===== config.mk =====
export PLATFORM = sky130hd
export DESIGN_NAME = traffic_light_controller_nway
export DESIGN_NICKNAME = d
export VERILOG_FILES = /design/src/rtl/traffic_light_controller_nway.sv
export SDC_FILE = /design/constraint.sdc
export NUM_CORES = 1
export LEC_CHECK = 0
export BUFFER_PORTS_ARGS = -buffer_cell sky130_fd_sc_hd__buf_2
export CAP_MARGIN = 25
export CORE_UTILIZATION = 45
export DETAILED_ROUTE_END_ITERATION = 7
export PLACE_DENSITY = 0.63
export SYNTH_ARGS = -nofsm -noshare
export SYNTH_HDL_FRONTEND = slang
export SYNTH_SLANG_ARGS = --single-unit

===== constraint.sdc =====
create_clock -name clk -period 4.9 [get_ports clk]
set_input_delay 0.98 -clock clk [delete_from_list [all_inputs] [get_ports clk]]
set_output_delay 0.98 -clock clk [all_outputs]
set_load 0.005 [all_outputs]

===== src/rtl/traffic_light_controller_nway.sv =====
// N-approach demand-actuated traffic light controller with round-robin, demand-skipping service.
// Optional pedestrian WALK phase enabled by defining TLC_PED_EN (adds ped_req/walk ports).
module traffic_light_controller_nway #(
  parameter int N_WAY      = 4,
  parameter int GREEN_MIN  = 8,
  parameter int GREEN_MAX  = 32,
  parameter int YELLOW_CYC = 4,
  parameter int ALLRED_CYC = 2,
  parameter int WALK_CYC   = 6
) (
  input  logic                     clk,
  input  logic                     rst,
  input  logic [N_WAY-1:0]         sense,
  output logic [3*N_WAY-1:0]       lights,
  output logic [$clog2(N_WAY)-1:0] active
`ifdef TLC_PED_EN
  ,
  input  logic                     ped_req,
  output logic                     walk
`endif
);

  localparam int AW = $clog2(N_WAY);
  localparam int M1 = (GREEN_MAX > YELLOW_CYC) ? GREEN_MAX : YELLOW_CYC;
  localparam int M2 = (M1 > ALLRED_CYC) ? M1 : ALLRED_CYC;
  localparam int M3 = (M2 > WALK_CYC) ? M2 : WALK_CYC;
  localparam int TW = $clog2(M3 + 1);

`ifdef TLC_PED_EN
  typedef enum logic [1:0] {ST_ALLRED, ST_GREEN, ST_YELLOW, ST_WALK} state_t;
`else
  typedef enum logic [1:0] {ST_ALLRED, ST_GREEN, ST_YELLOW} state_t;
`endif

  state_t             r_state, w_state_next;
  logic [TW-1:0]      r_timer, w_timer_next;
  logic [AW-1:0]      r_active, w_active_next;
  logic [N_WAY-1:0]   r_pend, w_pend_next;
  logic [3*N_WAY-1:0] r_lights, w_lights_next;
  logic [AW-1:0]      w_sel;
  logic [AW:0]        w_sum  [N_WAY];
  logic [AW-1:0]      w_cand [N_WAY];
`ifdef TLC_PED_EN
  logic               r_ped_pend, w_ped_pend_next;
  logic               r_walk;
`endif

  // w_cand[k] is the approach (active + k + 1) mod N_WAY, i.e. search order after the owner.
  genvar gi;
  generate
    for (gi = 0; gi < N_WAY; gi++) begin : g_cand
      assign w_sum[gi]  = {1'b0, r_active} + (AW+1)'(gi + 1);
      assign w_cand[gi] = (w_sum[gi] >= (AW+1)'(N_WAY)) ?
                          AW'(w_sum[gi] - (AW+1)'(N_WAY)) : w_sum[gi][AW-1:0];
    end
  endgenerate

  // Nearest pending approach wins; with nothing pending, plain rotation (w_cand[0]).
  always_comb begin
    w_sel = w_cand[0];
    for (int k = N_WAY - 1; k >= 0; k--) begin
      if (r_pend[w_cand[k]]) w_sel = w_cand[k];
    end
  end

  always_comb begin
    w_state_next  = r_state;
    w_timer_next  = r_timer + TW'(1);
    w_active_next = r_active;
    w_pend_next   = r_pend | sense;
`ifdef TLC_PED_EN
    w_ped_pend_next = r_ped_pend | ped_req;
`endif
    case (r_state)
      ST_ALLRED: begin
        if (r_timer == TW'(ALLRED_CYC - 1)) begin
          w_timer_next = '0;
`ifdef TLC_PED_EN
          if (r_ped_pend) begin
            w_state_next    = ST_WALK;
            w_ped_pend_next = 1'b0;
          end else begin
`else
          begin
`endif
            w_state_next       = ST_GREEN;
            w_active_next      = w_sel;
            w_pend_next[w_sel] = 1'b0;
          end
        end
      end
      ST_GREEN: begin
        if ((r_timer == TW'(GREEN_MAX - 1)) ||
            ((r_timer >= TW'(GREEN_MIN - 1)) && !sense[r_active])) begin
          w_state_next = ST_YELLOW;
          w_timer_next = '0;
        end
      end
      ST_YELLOW: begin
        if (r_timer == TW'(YELLOW_CYC - 1)) begin
          w_state_next = ST_ALLRED;
          w_timer_next = '0;
        end
      end
`ifdef TLC_PED_EN
      ST_WALK: begin
        if (r_timer == TW'(WALK_CYC - 1)) begin
          w_state_next = ST_ALLRED;
          w_timer_next = '0;
        end
      end
`endif
      default: begin
        w_state_next = ST_ALLRED;
        w_timer_next = '0;
      end
    endcase
  end

  // Lights are decoded from the next state so the registered outputs track the state register.
  generate
    for (gi = 0; gi < N_WAY; gi++) begin : g_lights
      assign w_lights_next[3*gi +: 3] =
        (w_active_next != AW'(gi))  ? 3'b100 :
        (w_state_next == ST_GREEN)  ? 3'b001 :
        (w_state_next == ST_YELLOW) ? 3'b010 : 3'b100;
    end
  endgenerate

  always_ff @(posedge clk or posedge rst) begin
    if (rst) begin
      r_state  <= ST_ALLRED;
      r_timer  <= '0;
      r_active <= AW'(N_WAY - 1);
      r_pend   <= '0;
      r_lights <= {N_WAY{3'b100}};
`ifdef TLC_PED_EN
      r_ped_pend <= 1'b0;
      r_walk     <= 1'b0;
`endif
    end else begin
      r_state  <= w_state_next;
      r_timer  <= w_timer_next;
      r_active <= w_active_next;
      r_pend   <= w_pend_next;
      r_lights <= w_lights_next;
`ifdef TLC_PED_EN
      r_ped_pend <= w_ped_pend_next;
      r_walk     <= (w_state_next == ST_WALK);
`endif
    end
  end

  assign lights = r_lights;
  assign active = r_active;
`ifdef TLC_PED_EN
  assign walk = r_walk;
`endif

endmodule


### After elaboration in Yosys (flattened, before gate mapping)

Index checks and enable logic that the tools add are counted.
Widths: inputs -> output; s select.

* memories: 0
* ROM bits: 0
* output and inout bits: 14
* latch bits: 0
* memory bits (writable): 0
* word-level logic and storage cells: 83
* register bits: 26

* mux-type cells: 38
* add/sub/neg operators: 9
* multiply operators: 0
* reductions and logical operators: 6
* order comparisons: 12
* shift-type cells: 0
* equality and inequality tests: 10
* bitwise gates (word level): 3
* divide/modulo/power cells: 0

Operators with widths (number)
* $mux 2: 13
* $lt 2x3->1 const B: 6
* $mux 3: 6
* $mux 6: 3
* $pmux 6 s3: 1
* $ge 3x3->1 const B: 4
* $bmux 1 s2: 5
* $mux 4: 2
* $sub 2x1->2 const B: 4
* $add 2x2->3 const B: 2
* $add 6x1->6 const B: 1
* $eq 6x1->1 const B: 1
* $eq 6x2->1 const B: 1
* $eq 6x5->1 const B: 1
* $ge 6x3->1 const B: 1
* $mux 1: 6
* $pmux 2 s3: 1
* $and 4x4->4: 1
* $eq 2x1->1 const B: 2
* $eq 2x2->1 const B: 2
* $ne 2x2->1 const B: 2
* $not 4->4: 1
* $or 4x4->4: 1
* $add 2x1->3 const B: 1
* 9 further kinds: 10

### Longest topological paths before layout

* word-level depth: 17
* mapped depth: 8

### Worst setup path before layout

Ideal clock, no wire load.

* path kind: in2reg
* start point: in sense[3]
* end point: reg r_lights[11] (netlist: lights[11])
* slack: 2.476 ns
* required time: 4.818 ns
* cell stages on the path: 6
* buffers on the path: 0
* data arrival time: 2.342 ns
* cells stage by stage: mux4_2 nor2_1 a21oi_1 a21oi_1 ha_1 or2_1

* cells in the longest elaborated chain, start to end: 11
* elaborated cells between the ends (all ways): 12
* those cells by class: eq/ne: 2; mux: 7; reduce/logical: 3

RTL lines
* start: declaration: line 13 `input logic [N_WAY-1:0] sense,`
* $bmux 1 s2 (*): line 94 `((r_timer >= TW'(GREEN_MIN - 1)) && !sense[r_active])) begin`
* $mux 1 (implied by the code) (*): line 94
* $logic_not 1->1 (*): line 94
* $logic_and 1x1->1 (*): line 94
* $logic_or 1x1->1 (*): line 93 `if ((r_timer == TW'(GREEN_MAX - 1)) ||`
* $mux 2 (*): line 93
* $pmux 2 s3 (*): line 74 `case (r_state)`
* $eq 2x2->1: line 126 `(w_state_next == ST_YELLOW) ? 3'b010 : 3'b100;`
* $mux 3: line 126
* $mux 3 (*): line 125 `(w_state_next == ST_GREEN) ? 3'b001 :`
* $mux 3 (*): line 124 `(w_active_next != AW'(gi)) ? 3'b100 :`
* named net w_lights_next[11]: line 39 `logic [3*N_WAY-1:0] r_lights, w_lights_next;`
* end signal: assignment: line 136 `r_lights <= {N_WAY{3'b100}};`
* end signal: assignment: line 146 `r_lights <= w_lights_next;`
* end: declaration: line 39

Mark *: on every way through the listed nets, which the timed path passes. The rest lies on a longest branch. The select of a mux whose other input is x is not followed.

### Final worst setup path

Same ends and word-level chain as after synthesis.

==> results.py <==
metrics = {
    "final_layout": {
        "fin_util": 0.569,
        "register_area_um2": 658,
        "layout.nets": 148,
        "synthToLayoutAreaGrowth_pct": 15.0,
        "drive_gt1_frac": 0.292,
        "n_fill_cell": 235,
        "antenna_cells": 0,
        "multi_input_area_um2": 564,
    },
    "synth": {
        "synth_edf_count": 0,
        "async_reset_ff_frac": 1.00,
        "synth_nets": 126,
        "yosysTopAreaCell": "dfrtp_1",
        "ys_seq_area_frac": 0.518,
        "syn_area_mm2": 0.00127,
        "ys_ff_latch": 26,
        "yosys_warnings": 0,
        "synth_top_area_share": 0.394,
        "netlist_instances": 116,
        "syn_area_per_cell_um2": 11.0,
        "synth.distinct_cells": 35,
        "yosysMostFrequentCell": "dfrtp_1",
        "synth_flop_cell": "dfrtp_1",
        "synth_area_leaders": "dfrtp_1 39%, dfstp_2 12%, nor2_1 4.1%, ha_1 3.9%, nor2b_1 3.4%",
        "synthTopCellsByCount": "20 x dfrtp_1, 14 x nor2_1, 7 x a21oi_1, 7 x inv_1, 7 x nor2b_1",
    },
    "global_route": {
        "antenna_found_initial": 0,
        "grt_pass1_vias": 860,
        "overflow": 0,
        "grt.total_usage": 0.182,
        "grt_max_degree": 27,
        "grt_pass1_wl_um": 3880,
    },
    "die": {
        "core-area_mm2": 0.00257,
        "die_x_um": 55.2,
        "die_height_um": 55.2,
        "pin_count": 20,
        "start_util": 0.495,
        "rows": 18,
        "die_area_mm2": 0.00304,
    },
    "hold_path": {
        "holdCritPathClass": "primary input to asynchronous set/reset pin",
    },
    "setup_path": {
        "cp_max_fo": 4,
        "path_cells": "buf_2 > mux4_2 > nor2_1 > a21oi_1 > a21oi_1 > ha_1 > or2_1",
        "crit_arrival_ps": 2590,
        "crit_top_cell": "a21oi_1",
        "cpMaxStageDelayCell": "mux4_2",
        "cpLargestDelayFamily": "multiplexers",
        "cpPeakStageDelay_ps": 470,
        "worst-path-buf-inv": 1,
        "crit_type": "primary input to register",
        "r2r_slack_ps": 2580,
        "cp-end-kind": "register",
        "critPathRequiredTime_ps": 5160,
        "crit_path_start_kind": "primary input",
    },
    "sta": {
        "rsz0062_at_grt": "false",
        "tightestPinTransition_ps": 403,
        "fmax_ghz": 0.429,
        "max-slew-margin-rel": 0.732,
        "final_hold_viol_count": 0,
        "fin_skew_ps": 13.6,
        "min_period_ps": 2330,
        "tns_ps": 0,
        "finalSetupViolCount": 0,
        "post-route-period-util": 0.475,
        "maxSlewViolCount": 0,
        "finalWorstSetupSlack_ps": 2570,
    },
    "route": {
        "wl_per_cell_um": 14.4,
        "vias_per_cell": 5.57,
        "drt_pass1_iterations": 4,
        "drt-total-wl_um": 2400,
        "drcViolationCount": 0,
        "num_vias": 930,
        "drt-initial-drc-count": 18,
        "final_antenna_net_count": 0,
    },
    "cts": {
        "cts_resized": 0,
        "cts_setup_buffers": 0,
        "hold_buffers": 0,
        "numCtsBuffers": 3,
        "clock_latency_ps": 330,
        "htreeDepth": 1,
        "cts.clk_slew.worst_paths_ps": 140,
        "clock_path_buffers": 2,
        "cts_num_sinks": 26,
        "cts_tree": "built",
        "root_buffer": "clkbuf_4",
    },
    "pwr": {
        "ir_worst_vdd_mv": 0.382,
        "p_per_area_mw_per_mm2": 630,
        "power.leakage_nw": 0.685,
    },
    "placed_design": {
        "dp_slack_ps": 2240,
        "numPortBuffers": 19,
        "place_hpwl_um": 1740,
        "gp_congestion": 0.832,
    },
    "status": {
        "outcome": "complete, no violations",
    },
    "run": {
        "maxCapViolCount": 0,
    },
}
==> layout by cell type (no fill, tap or decap), types with 2 or more instances in the layout <==
cell / Yosys / layout
and3_1: 3 / 3
nor3_1: 2 / 2
buf_2: 0 / 19
dfstp_2: 6 / 6
a21o_2: 2 / 2
nand3_1: 5 / 5
nand2b_1: 2 / 2
inv_1: 7 / 7
a21oi_1: 7 / 7
o221ai_1: 2 / 2
xor2_1: 2 / 2
xnor2_1: 3 / 3
o21ai_0: 2 / 2
a21oi_2: 2 / 2
or2_1: 3 / 3
ha_1: 4 / 4
nor2_1: 14 / 14
nor2b_1: 7 / 7
o21a_1: 2 / 2
a31oi_1: 3 / 3
dfrtp_1: 20 / 20
nand2_1: 2 / 2
clkbuf_4: 0 / 3
==> layout make-up <==
class                   count  area share
clock buffers               3      0.0154
clock inverters             1      0.0205
inverters                   7      0.0180
multi-input cells          80       0.386
flip-flops and latches     26       0.450
well taps                  30      0.0257
repair buffers             20      0.0839
==> report_power, final <==
part / switching, mW / internal [mW] / total (mW)
combinational: 0.234 / 0.178 / 0.412
clock: 0.0628 / 0.0828 / 0.146
sequential: 0.0696 / 0.293 / 0.363
==> path summary, 6_finish.rpt <==
kind	start	depth (start not counted)	to
max	sense[3]	7	lights[11]
min	rst	2	r_timer[0]
max reg2reg	active[0]	6	lights[11]
min reg2reg	r_timer[0]	1	r_timer[0]
max in group asynchronous	rst	3	active[1]
min in group clk	r_timer[0]	1	r_timer[0]
==> cells by family after synthesis <==
logic type,share of synthesized area
adders and majority gates,0.0394
xor gates and xnor gates,0.0345
buffers and inverters,0.0384
and+or+nand+nor,0.200
AOI/OAI and AO/OA,0.144
DFF,0.518
muxes,0.0266
==> stage by stage <==
step	hold WS, ps	total power, mW	std cells	cell area, um^2
finish	504	0.921	167	1460
global route	489	0.994	167	1460
CTS	512	0.924	166	1430
detailed placement	496	0.776	162	1380
global placement	475	0.763	162	1380
floorplan	453	0.675	116	1270
==> state kept, by name, indices dropped and copies added, names as in the netlist <==
signal	cells
r_state	2
r_timer	6
lights	12
r_pend	4
active	2
==> per-layer routing <==
layer  vias to the layer above  routed length (um)  global-route usage
met1                       460                1150               0.244
met5                         -                   0                   0
li1                        446                   -                   -
met2                        20                1140               0.281
met4                         0                  29              0.0667
met3                         4                  74              0.0492
No activity file was read; power rests on OpenSTA's default activity.
